File: src/rtl/pipeline_ctrl_if.sv
// Decode/execute/writeback handshake bundle for the issue controller.
// master drives decode and writeback, slave is the controller.
interface pipeline_ctrl_if #(
    parameter int IDX = 4
);
    logic           dec_valid;
    logic [IDX-1:0] dec_rd;
    logic [IDX-1:0] dec_rs;
    logic [IDX-1:0] dec_rt;
    logic           dec_uses_rs;
    logic           dec_uses_rt;
    logic           dec_writes_rd;
    logic           dec_is_cmp;
    logic           dec_is_cjmp;
    logic           dec_is_call_ret;
    logic           exe_taken;
    logic           wb_rd_write_en;
    logic [IDX-1:0] wb_rd_num;
    logic           wb_cpsr_write_en;
    logic           dec_ready;
    logic           exe_issue;
    logic           pc_hold;
    logic           flush;

    modport master (
        output dec_valid, dec_rd, dec_rs, dec_rt,
        output dec_uses_rs, dec_uses_rt, dec_writes_rd,
        output dec_is_cmp, dec_is_cjmp, dec_is_call_ret,
        output exe_taken, wb_rd_write_en, wb_rd_num,
        output wb_cpsr_write_en,
        input  dec_ready, exe_issue, pc_hold, flush
    );

    modport slave (
        input  dec_valid, dec_rd, dec_rs, dec_rt,
        input  dec_uses_rs, dec_uses_rt, dec_writes_rd,
        input  dec_is_cmp, dec_is_cjmp, dec_is_call_ret,
        input  exe_taken, wb_rd_write_en, wb_rd_num,
        input  wb_cpsr_write_en,
        output dec_ready, exe_issue, pc_hold, flush
    );
endinterface

File: src/rtl/pipeline_ctrl.sv
// Issue/hazard controller: register/CPSR scoreboard, call/ret drain, jump flush.
// Optional PIPELINE_PERF_EN adds saturating stall_cycles/flush_events counters.
module pipeline_ctrl #(
    parameter int NUM_REGS    = 16,
    parameter int FLUSH_DEPTH = 2
) (
    input logic clk,
    input logic reset,
    pipeline_ctrl_if.slave bus
`ifdef PIPELINE_PERF_EN
    ,
    output logic [31:0] stall_cycles,
    output logic [15:0] flush_events
`endif
);
    localparam int CW = $clog2(FLUSH_DEPTH + 1);

    typedef enum logic [1:0] {
        S_RUN,
        S_DRAIN,
        S_FLUSH
    } state_t;

    state_t state, state_n;
    logic [CW-1:0] cnt, cnt_n;
    logic [NUM_REGS-1:0] busy, busy_n, wb_clear, set_vec, eff_busy;
    logic cpsr_busy, eff_cpsr_busy;
    logic haz, empty, ready_c, flush_c;

    assign wb_clear = bus.wb_rd_write_en ? (NUM_REGS'(1) << bus.wb_rd_num)
                                         : '0;
    assign set_vec  = (bus.exe_issue && bus.dec_writes_rd)
                    ? (NUM_REGS'(1) << bus.dec_rd) : '0;
    assign eff_busy      = busy & ~wb_clear;
    assign eff_cpsr_busy = cpsr_busy & ~bus.wb_cpsr_write_en;

    assign haz = (bus.dec_uses_rs   & eff_busy[bus.dec_rs])
               | (bus.dec_uses_rt   & eff_busy[bus.dec_rt])
               | (bus.dec_writes_rd & eff_busy[bus.dec_rd])
               | (bus.dec_is_cjmp   & eff_cpsr_busy);
    assign empty = (eff_busy == '0) & ~eff_cpsr_busy;

    // Set after clear so a same-cycle reissue of a retiring register wins.
    assign busy_n = eff_busy | set_vec;

    always_ff @(posedge clk or posedge reset) begin
        if (reset) begin
            busy      <= '0;
            cpsr_busy <= 1'b0;
        end else begin
            busy      <= busy_n;
            cpsr_busy <= (bus.exe_issue & bus.dec_is_cmp) | eff_cpsr_busy;
        end
    end

    always_ff @(posedge clk or posedge reset) begin
        if (reset) begin
            state <= S_RUN;
            cnt   <= '0;
        end else begin
            state <= state_n;
            cnt   <= cnt_n;
        end
    end

    always_comb begin
        state_n = state;
        cnt_n   = cnt;
        case (state)
            S_RUN: begin
                if (bus.exe_taken) begin
                    state_n = S_FLUSH;
                    cnt_n   = CW'(FLUSH_DEPTH - 1);
                end else if (bus.dec_valid && bus.dec_is_call_ret && !empty) begin
                    state_n = S_DRAIN;
                end
            end
            S_DRAIN: begin
                if (bus.exe_taken) begin
                    state_n = S_FLUSH;
                    cnt_n   = CW'(FLUSH_DEPTH - 1);
                end else if (empty) begin
                    state_n = S_RUN;
                end
            end
            S_FLUSH: begin
                if (cnt == '0) state_n = S_RUN;
                else           cnt_n   = cnt - CW'(1);
            end
            default: state_n = S_RUN;
        endcase
    end

    always_comb begin
        ready_c = 1'b0;
        flush_c = 1'b0;
        case (state)
            S_RUN: begin
                if (bus.exe_taken)                             flush_c = 1'b1;
                else if (bus.dec_is_call_ret && bus.dec_valid && !empty) ready_c = 1'b0;
                else                                           ready_c = ~haz;
            end
            S_DRAIN: flush_c = bus.exe_taken;
            S_FLUSH: flush_c = 1'b1;
            default: ;
        endcase
    end

    assign bus.dec_ready = ~reset & ready_c;
    assign bus.exe_issue = bus.dec_valid & bus.dec_ready;
    assign bus.flush     = ~reset & flush_c;
    assign bus.pc_hold   = ~reset & bus.dec_valid & ~bus.dec_ready
                         & (state != S_FLUSH)
                         & ~((state == S_RUN) & bus.exe_taken);

`ifdef PIPELINE_PERF_EN
    always_ff @(posedge clk or posedge reset) begin
        if (reset) begin
            stall_cycles <= '0;
            flush_events <= '0;
        end else begin
            if (bus.pc_hold && stall_cycles != '1)
                stall_cycles <= stall_cycles + 32'd1;
            if (state != S_FLUSH && state_n == S_FLUSH && flush_events != '1)
                flush_events <= flush_events + 16'd1;
        end
    end
`endif
endmodule

File: src/flat_wrapper.sv
// flat-port wrapper written by rule: the top's interface ports become plain ports
module pipeline_ctrl_flat 
#(
    parameter int NUM_REGS    = 16,
    parameter int FLUSH_DEPTH = 2
)
  (clk, reset, bus_dec_valid, bus_dec_rd, bus_dec_rs, bus_dec_rt, bus_dec_uses_rs, bus_dec_uses_rt, bus_dec_writes_rd, bus_dec_is_cmp, bus_dec_is_cjmp, bus_dec_is_call_ret, bus_exe_taken, bus_wb_rd_write_en, bus_wb_rd_num, bus_wb_cpsr_write_en, bus_dec_ready, bus_exe_issue, bus_pc_hold, bus_flush);
  pipeline_ctrl_if #(.IDX(4)) bus_i ();
  input logic clk;
  input logic reset;
  input wire logic [$bits(bus_i.dec_valid)-1:0] bus_dec_valid;
  input wire logic [$bits(bus_i.dec_rd)-1:0] bus_dec_rd;
  input wire logic [$bits(bus_i.dec_rs)-1:0] bus_dec_rs;
  input wire logic [$bits(bus_i.dec_rt)-1:0] bus_dec_rt;
  input wire logic [$bits(bus_i.dec_uses_rs)-1:0] bus_dec_uses_rs;
  input wire logic [$bits(bus_i.dec_uses_rt)-1:0] bus_dec_uses_rt;
  input wire logic [$bits(bus_i.dec_writes_rd)-1:0] bus_dec_writes_rd;
  input wire logic [$bits(bus_i.dec_is_cmp)-1:0] bus_dec_is_cmp;
  input wire logic [$bits(bus_i.dec_is_cjmp)-1:0] bus_dec_is_cjmp;
  input wire logic [$bits(bus_i.dec_is_call_ret)-1:0] bus_dec_is_call_ret;
  input wire logic [$bits(bus_i.exe_taken)-1:0] bus_exe_taken;
  input wire logic [$bits(bus_i.wb_rd_write_en)-1:0] bus_wb_rd_write_en;
  input wire logic [$bits(bus_i.wb_rd_num)-1:0] bus_wb_rd_num;
  input wire logic [$bits(bus_i.wb_cpsr_write_en)-1:0] bus_wb_cpsr_write_en;
  output wire logic [$bits(bus_i.dec_ready)-1:0] bus_dec_ready;
  output wire logic [$bits(bus_i.exe_issue)-1:0] bus_exe_issue;
  output wire logic [$bits(bus_i.pc_hold)-1:0] bus_pc_hold;
  output wire logic [$bits(bus_i.flush)-1:0] bus_flush;
  assign bus_i.dec_valid = bus_dec_valid;
  assign bus_i.dec_rd = bus_dec_rd;
  assign bus_i.dec_rs = bus_dec_rs;
  assign bus_i.dec_rt = bus_dec_rt;
  assign bus_i.dec_uses_rs = bus_dec_uses_rs;
  assign bus_i.dec_uses_rt = bus_dec_uses_rt;
  assign bus_i.dec_writes_rd = bus_dec_writes_rd;
  assign bus_i.dec_is_cmp = bus_dec_is_cmp;
  assign bus_i.dec_is_cjmp = bus_dec_is_cjmp;
  assign bus_i.dec_is_call_ret = bus_dec_is_call_ret;
  assign bus_i.exe_taken = bus_exe_taken;
  assign bus_i.wb_rd_write_en = bus_wb_rd_write_en;
  assign bus_i.wb_rd_num = bus_wb_rd_num;
  assign bus_i.wb_cpsr_write_en = bus_wb_cpsr_write_en;
  assign bus_dec_ready = bus_i.dec_ready;
  assign bus_exe_issue = bus_i.exe_issue;
  assign bus_pc_hold = bus_i.pc_hold;
  assign bus_flush = bus_i.flush;
  pipeline_ctrl #(.NUM_REGS(NUM_REGS), .FLUSH_DEPTH(FLUSH_DEPTH)) u_core (.clk(clk), .reset(reset), .bus(bus_i));
endmodule
File: config.mk
export PLATFORM = sky130hd
export DESIGN_NAME = pipeline_ctrl_flat
export DESIGN_NICKNAME = d
export VERILOG_FILES = /design/src/rtl/pipeline_ctrl_if.sv /design/src/rtl/pipeline_ctrl.sv /design/src/flat_wrapper.sv
export SDC_FILE = /design/constraint.sdc
export NUM_CORES = 1
export LEC_CHECK = 0
export BUFFER_PORTS_ARGS = -buffer_cell sky130_fd_sc_hd__buf_2
export CAP_MARGIN = 20
export CORE_UTILIZATION = 40
export CTS_CLUSTER_DIAMETER = 200
export DETAILED_ROUTE_END_ITERATION = 10
export SLEW_MARGIN = 10
export SYNTH_ARGS = -nofsm -noshare
export SYNTH_HDL_FRONTEND = slang
export SYNTH_SLANG_ARGS = --single-unit
File: constraint.sdc
create_clock -name clk -period 3.1 [get_ports clk]
set_input_delay 0.155 -clock clk [delete_from_list [all_inputs] [get_ports clk]]
set_output_delay 0.155 -clock clk [all_outputs]
set_load 0.1 [all_outputs]
# Yosys cells after proc, flatten, opt, wreduce, memory -nomap -nowiden
# Cells that the tools add are included.
# op_classes
n_addsub	1
order_cmp	3
n_eq_ne	8
shift	2
mux	22
bitwise	28
n_reduce_logical	11
# ops
op	n
2-to-1 mux 16 bit	2
left shift 1 x 4 -> 16 bit, first input constant	2
bitwise AND 16 bit	1
logical NOT 16 bit	1
inverter 16 bit	1
bitwise OR 16 bit	1
bitwise AND 1 bit	15
< comparator 4 x 5 -> 1 bit, second input constant	3
2-to-1 mux 2 bit	7
binary-select mux 1 bit (select 4 bit)	3
2-to-1 mux 1 bit	7
!= test 3 x 2 -> 1 bit, second input constant	2
inverter 1 bit	6
one-hot mux 2 bit (3 select lines)	1
AND reduction 3 bit	2
logical NOT 2 bit	2
!= test 2 x 1 -> 1 bit, second input constant	2
!= test 2 bit, second input constant	2
bitwise OR 1 bit	4
one-hot mux 2 bit (2 select lines)	1
logical AND 1 bit	3
one-hot mux 1 bit (3 select lines)	1
equality test 2 x 1 -> 1 bit, second input constant	1
equality test 2 bit, second input constant	1
4 further kinds	4
# totals
ff_bits	21
input_bits	28
out_inout_bits	4
wordCells	79

# Longest topological paths before layout
# Gate-level depths: netlist of run 1.
# depth
word_depth	19
mapped_depth	8
ltp_nobuf	7

# Least setup slack after synthesis of run 1
# Ideal clock, no wire load.
# synth_path
path_type	input -> output
startpoint	in bus_wb_rd_num[1]
endpoint	out bus_exe_issue
t_arrival_ps	3602
required_time_ps	2945
slack_ps	-657
cell_stages	7
path_buffers	1
path_cell_list	or2_1 -> o21ai_2 -> mux4_2 -> mux2i_1 -> a311o_1 -> buf_2 -> nor3_1
# synth_between
elab_chain_cells	16
elab_cells_between_ends	26
cone_classes	shift: 1; mux: 10; bitwise: 12; reduce/logical: 3
# synth_rtl
element	line	text
start: declaration	flat_wrapper.sv:23	input wire logic [$bits(bus_i.wb_rd_num)-1:0] bus_wb_rd_num;
left shift 1 x 4 -> 16 bit *	pipeline_ctrl.sv:30	assign wb_clear = bus.wb_rd_write_en ? (NUM_REGS'(1) << bus.wb_rd_num)
2-to-1 mux 16 bit *	pipeline_ctrl.sv:30	
inverter 16 bit *	pipeline_ctrl.sv:34	assign eff_busy = busy & ~wb_clear;
bitwise AND 16 bit *	pipeline_ctrl.sv:34	
binary-select mux 1 bit (select 4 bit) (on tied branches)	pipeline_ctrl.sv:37, pipeline_ctrl.sv:38	
2-to-1 mux 1 bit (on tied branches)	pipeline_ctrl.sv:37, pipeline_ctrl.sv:38	
bitwise AND 1 bit (on tied branches)	pipeline_ctrl.sv:37, pipeline_ctrl.sv:38	
bitwise OR 1 bit	pipeline_ctrl.sv:38	| (bus.dec_uses_rt & eff_busy[bus.dec_rt])
bitwise OR 1 bit	pipeline_ctrl.sv:39	| (bus.dec_writes_rd & eff_busy[bus.dec_rd])
bitwise OR 1 bit	pipeline_ctrl.sv:40	| (bus.dec_is_cjmp & eff_cpsr_busy);
inverter 1 bit	pipeline_ctrl.sv:101	else ready_c = ~haz;
2-to-1 mux 1 bit *	pipeline_ctrl.sv:100	else if (bus.dec_is_call_ret && bus.dec_valid && !empty) ready_c = 1'b0;
2-to-1 mux 1 bit *	pipeline_ctrl.sv:99	if (bus.exe_taken) flush_c = 1'b1;
2-to-1 mux 1 bit *	pipeline_ctrl.sv:97	case (state)
bitwise AND 1 bit *	pipeline_ctrl.sv:109	assign bus.dec_ready = ~reset & ready_c;
bitwise AND 1 bit *	pipeline_ctrl.sv:110	assign bus.exe_issue = bus.dec_valid & bus.dec_ready;
end: declaration	flat_wrapper.sv:26	output wire logic [$bits(bus_i.exe_issue)-1:0] bus_exe_issue;
# Every way passes the cells marked *; elsewhere a longest branch is shown, timed or not. The select of a mux whose other input is x is not followed.

# Worst setup path in the final report of run 1
# layout_path
startpoint	in bus_wb_rd_num[2]
endpoint	out bus_exe_issue
# The elaborated chain is that of the path after synthesis.

==> results.yml, run 1 <==
sta:
  finalSetupTns_ns: 0
  drv_slew: 0
  max_slew.worst_pin.slew_ns: 0.5960
  hold_violations: 0
  min_period_over_period_pct: 89.66
  rsz0062_at_grt: "no"
  setup_viol: 0
  layout_setup_ws_ns: 0.3204
  fin_hold_ws_ns: 0.05864
  slew_headroom_pct: 60.00
  fmax_ghz: 0.3598
  timing.final.crit_period_ns: 2.780
  fin_skew_ns: 0.01708
global_route:
  grt-ovfl-total: 0
  grt.total_usage_pct: 25.77
  grt_pass1_wl_mm: 8.473
  grt_max_degree: 23
  first_global_vias: 1638
  antenna_found_initial: 0
setup_path:
  cp_data_arrival_time_ns: 2.62
  path_class: "input port to output port"
  slowest_delay_ns: 0.53
  cp_num_buf_inv: 2
  crit_fanout: 7
  end_kind: "output port"
  crit_family: "compound AO/OA/AOI/OAI gates"
  cp_common_cell: "buf_2"
  slowest_stage: "o21ai_1"
  cp-start-kind: "input port"
  path_cells: "buf_2 -> nand3b_1 -> o21ai_1 -> mux4_2 -> mux2i_1 -> a311o_1 -> nor3_2 -> buf_2"
  crit_required_ns: 2.94
placement:
  hpwl_mm: 3.869
  dp.cells: 258
  portBuffers: 31
  dp_slack_ns: 0.3662
  place_area_um2: 1901
  gp_congestion: 0.9872
cells_and_area:
  drive_above_1_share_pct: 31.46
  area_growth_pct: 16.46
  final_net_count: 243
  instances_no_fill: 263
  design_area_um2: 1957
  n_antenna_cell: 0
routing:
  totalWireLength_mm: 5.191
  vias: 1657
  ant_nets: 0
  drt-wirelength-per-cell_um: 19.74
  drt-initial-drc-count: 111
  dr.pass1.iters: 6
  drc: 0
  vias_per_cell: 6.300
synthesis:
  syn_area_per_cell_um2: 9.284
  synth_top_area_share_pct: 31.27
  ys_types: 46
  netlist_instances: 181
  netlist_top_cells_count: "dfrtp_1 (21), nand2_1 (21), nor2_1 (14), o21ai_1 (10), o31ai_2 (10)"
  synth_top_cell_by_area: "dfrtp_1"
  yosys-top-cells-area: "dfrtp_1 (31%), o31ai_2 (7.4%), nand2_1 (4.7%), mux4_2 (4.0%), o31ai_1 (3.6%)"
  syn-num-nets: 210
  synthFlopType: "dfrtp_1"
  synth-seq-cells: 21
  synth_edf_count: 0
  ys_warn_count: 0
  async_flop_share_pct: 100.0
  synth_area_um2: 1680
  synth_seq_area_share_pct: 31.27
floorplan:
  floorplan.initialDensity_pct: 41.71
  rows: 23
  io_pins: 32
  fp.dieH_um: 66.82
  die_w_um: 66.82
  core_area_um2: 4029
  dieArea_um2: 4464
clocking:
  root_buffer: "clkbuf_8"
  clk_pin_slew_ns: 0.10
  cts_made_buffers: 3
  cts_resized: 0
  insertion_delay_ns: 0.28
  cts_tree: "yes"
  cts_sinks: 21
  post-cts-setup-buffers: 0
  ctsHoldBuffers: 1
  clockBufferDepth: 2
  cts.htree.levels: 1
run:
  max_cap_viol_count: 0
hold_path:
  worst_hold_path_type: "input port to flip-flop"
power:
  leakage_nw: 0.7855
  powerDensity_nw_per_um2: 464.0
  vdd_drop_max_mv: 0.3083
status:
  status: "completed"
-- final cells by class --
class | count | area (um^2)
tap | 50 | 62.56
inverter | 9 | 33.78
sequential | 21 | 525.5
timing repair buffer | 36 | 210.2
clock buffer | 3 | 41.29
multi-input combinational | 143 | 1079
clock inverter | 1 | 5.005
fill | 401 | 2072
-- where the power goes --
part	switching, mW	internal, mW	total (mW)	leakage, nW
sequential	0.0238	0.308	0.332	0.285
clock	0.104	0.0899	0.194	0.0255
combinational	0.250	0.132	0.382	0.475
-- layer usage --
layer | up-vias | wire length [um] | track usage (%) | part of all wire, %
met2 | 83 | 2428 | 41.29 | 47
li1 | 763 | - | - | -
met5 | - | 0 | 0 | 0
met3 | 17 | 446 | 4.281 | 8.6
met4 | 0 | 156 | 11.17 | 3.0
met1 | 794 | 2160 | 33.83 | 42
-- worst paths after layout --
kind,start,endpoint,slack (ns),cells past startpoint
max in group asynchronous,reset,u_core.busy[4],2.37,4
hold / removal,bus_exe_taken,u_core.state[0],0.06,2
hold reg to reg,u_core.busy[3],u_core.busy[3],0.54,2
setup / recovery,bus_wb_rd_num[2],bus_exe_issue,0.32,8
min in group asynchronous,reset,u_core.cpsr_busy,0.47,4
setup reg to reg,u_core.busy[9],u_core.busy[11],0.82,7
-- worst reg2reg max path, stage by stage (launching register included) --
cell	delay, ns
dfrtp_1	0.36
o21ai_1	0.32
nand4_1	0.20
nor4_2	0.33
and4_1	0.28
o221ai_2	0.16
buf_4	0.26
o31ai_2	0.27
-- kinds of logic (layout without fill, tap and decap cells) --
group	count (synthesis)	count (layout)	synth area share, %
buf+inv	17	49	4.839
flops	21	21	31.27
mux	13	13	11.32
compound gates	63	63	30.98
simple gates	65	65	20.33
xor+xnor	1	1	0.5213
fa+ha+maj	1	1	0.7445
-- sequential cells by signal, indices dropped and copies added, names as in the netlist --
| register | count |
|---|---|
| u_core.cpsr_busy | 1 |
| u_core.busy | 16 |
| u_core.cnt | 2 |
| u_core.state | 2 |
-- cell usage in the layout, fill, tap and decap left out, types with 4 or more instances in the layout --
master | netlist | routed
o211ai_1 | 6 | 6
mux2_2 | 5 | 5
nand2b_1 | 5 | 5
nand4_1 | 4 | 4
o21ai_1 | 10 | 10
inv_1 | 9 | 9
nor2_1 | 14 | 14
nand2_1 | 21 | 21
mux2i_1 | 4 | 4
o31ai_2 | 10 | 10
buf_4 | 0 | 4
buf_2 | 2 | 30
a22oi_1 | 5 | 5
dfrtp_1 | 21 | 21
o21ai_2 | 5 | 5
nand3b_1 | 4 | 4
o21ai_0 | 4 | 4
o31ai_1 | 8 | 8
-- metrics by stage --
| step | util [%] | power, mW |
|---|---|---|
| 6_report | 48.57 | 0.9081 |
| 5_1_grt | 48.57 | 0.9562 |
| 4_1_cts | 48.57 | 0.9064 |
| 3_5_place_dp | 47.17 | 0.7140 |
| 3_3_place_gp | 47.17 | 0.7053 |
| 2_1_floorplan | - | 0.6202 |
No activity file was read; power rests on OpenSTA's default activity.
==> inputs of run 2 (changes only) <==
==> constraint.sdc (replaced) <==
create_clock -name clk -period 3.1 [get_ports clk]
set_input_delay 0.62 -clock clk [delete_from_list [all_inputs] [get_ports clk]]
set_output_delay 0.62 -clock clk [all_outputs]
set_load 0.1 [all_outputs]
==> run 2 against run 1 <==
Compared with the run above:
- the run now ends with setup timing left
- setup slack got worse by 0.52 ns
- register-to-register slack better by 0.04 ns
- global-route usage grew 2.8 points
- hold slack better by 0.38 ns
- routed wire length rose by 14%
- first-iteration DRC count is 1.8% lower
- critical path type unchanged
==> results.yml, run 2 (synthesized netlist as in run 1, its figures left out) <==
floorplan:
  rows: 23
  floorplan.initialDensity_pct: 41.71
  io_pins: 32
  core_area_um2: 4029
  die_w_um: 66.82
  fp.dieH_um: 66.82
  dieArea_um2: 4464
clocking:
  cts_sinks: 21
  root_buffer: "clkbuf_8"
  cts_made_buffers: 3
  insertion_delay_ns: 0.26
  ctsHoldBuffers: 0
  cts_tree: "yes"
  cts.htree.levels: 1
  clk_pin_slew_ns: 0.07
  clockBufferDepth: 2
cells_and_area:
  n_antenna_cell: 0
  final_net_count: 294
  largest_register: "u_core.busy"
  design_area_um2: 2597
  multi_input_area_um2: 1259
  final_common_cell: "buf_4"
  nFillCells: 351
  final_cell_mix: "buf_4 (49), buf_2 (24), dfrtp_1 (21)"
  reg_top3: "u_core.busy (16), u_core.cnt (2), u_core.state (2)"
  largest_reg_flops: 16
  area.sequential_um2: 525.5
  area_growth_pct: 54.58
  instances_no_fill: 314
  drive_above_1_share_pct: 52.27
sta:
  finalSetupTns_ns: -0.4542
  fmax_ghz: 0.3030
  hold_violations: 0
  rsz0062_at_grt: "yes"
  setup_viol: 3
  slew_headroom_pct: 62.35
  fin_hold_ws_ns: 0.4354
  timing.final.crit_period_ns: 3.300
  min_period_over_period_pct: 106.5
  layout_setup_ws_ns: -0.2003
  drv_slew: 0
  fin_skew_ns: 0.001766
  max_slew.worst_pin.slew_ns: 0.5636
routing:
  drt-wirelength-per-cell_um: 18.91
  vias: 1879
  drc: 0
  totalWireLength_mm: 5.937
  vias_per_cell: 5.984
  ant_nets: 0
  drt-initial-drc-count: 109
  dr.pass1.iters: 6
power:
  vdd_drop_max_mv: 0.2159
  powerDensity_nw_per_um2: 408.2
  leakage_nw: 1.080
  p_total_mw: 1.060
setup_path:
  crit_fanout: 5
  r2r-end: "u_core.busy[14]"
  cp-start-kind: "input port"
  path_class: "input port to output port"
  end_kind: "output port"
  rrSetupSlack_ns: 0.86
  crit_required_ns: 2.48
  cp_data_arrival_time_ns: 2.68
  ff2ff_path_depth: 10
  rr_startpoint: "u_core.busy[11]"
status:
  status: "finished, violations left"
  violations: "setup timing"
placement:
  dp.cells: 301
  hpwl_mm: 4.659
  portBuffers: 31
  place_area_um2: 2295
  gp_congestion: 0.9264
global_route:
  grt_max_degree: 22
  grt.total_usage_pct: 28.54
  grt_pass1_wl_mm: 9.204
  grt-ovfl-total: 0
  first_global_vias: 1883
  antenna_found_initial: 0
run:
  max_cap_viol_count: 0
hold_path:
  worst_hold_path_type: "input port to asynchronous set/reset pin"
-- run 2: power breakdown --
group	switching [mW]	internal [mW]
sequential	0.0306	0.309
clock	0.0873	0.0915
combinational	0.299	0.243
-- run 2: layout make-up --
cell class	count	share of cell area, %
Multi-Input combinational cell	143	48.46
Sequential cell	21	20.23
Tap cell	50	2.408
Clock buffer	4	1.734
Inverter	9	1.301
Timing Repair Buffer	87	25.87
-- run 2: worst max path at each step --
stage | end | start | cells past startpoint | slack (ns)
floorplan | bus_exe_issue | bus_wb_rd_num[2] | 8 | -0.26
global placement | bus_exe_issue | bus_wb_rd_write_en | 10 | -0.26
detailed placement | bus_exe_issue | bus_wb_rd_num[2] | 11 | -0.36
CTS | bus_exe_issue | bus_wb_rd_num[2] | 10 | -0.16
global route | bus_exe_issue | bus_wb_rd_num[2] | 12 | -0.26
finish | bus_exe_issue | bus_wb_rd_num[2] | 12 | -0.20
-- run 2: metal layers --
metal | global-route usage (%) | vias to the layer above | wire length [um]
met5 | 0 | - | 0
met4 | 13.83 | 0 | 192
met3 | 4.110 | 20 | 323
met2 | 46.21 | 80 | 2816
met1 | 36.93 | 910 | 2604
li1 | - | 869 | -
-- run 2: what timing repair did --
| item | CTS | global route |
|---|---|---|
| resized for setup | 23 | 18 |
| pin swaps | 8 | 9 |
| endpoints found under the setup margin | 3 | 3 |
| buffers inserted | 7 | 2 |
-- run 2: per-stage QoR --
stage | util [%] | setup slack, ns
floorplan | - | -0.2589
global placement | 56.96 | -0.2650
detailed placement | 56.96 | -0.3641
CTS | 62.14 | -0.1630
global route | 64.47 | -0.2619
finish | 64.47 | -0.2003
-- run 2: worst max-delay path, stage by stage --
cell       delay (ns)
buf_8            0.10
or3b_4           0.47
o21ai_4          0.21
buf_6            0.12
buf_4            0.09
a311oi_2         0.07
o2111ai_1        0.12
o22a_1           0.23
o221ai_4         0.13
buf_6            0.16
nor3_4           0.16
buf_12           0.20
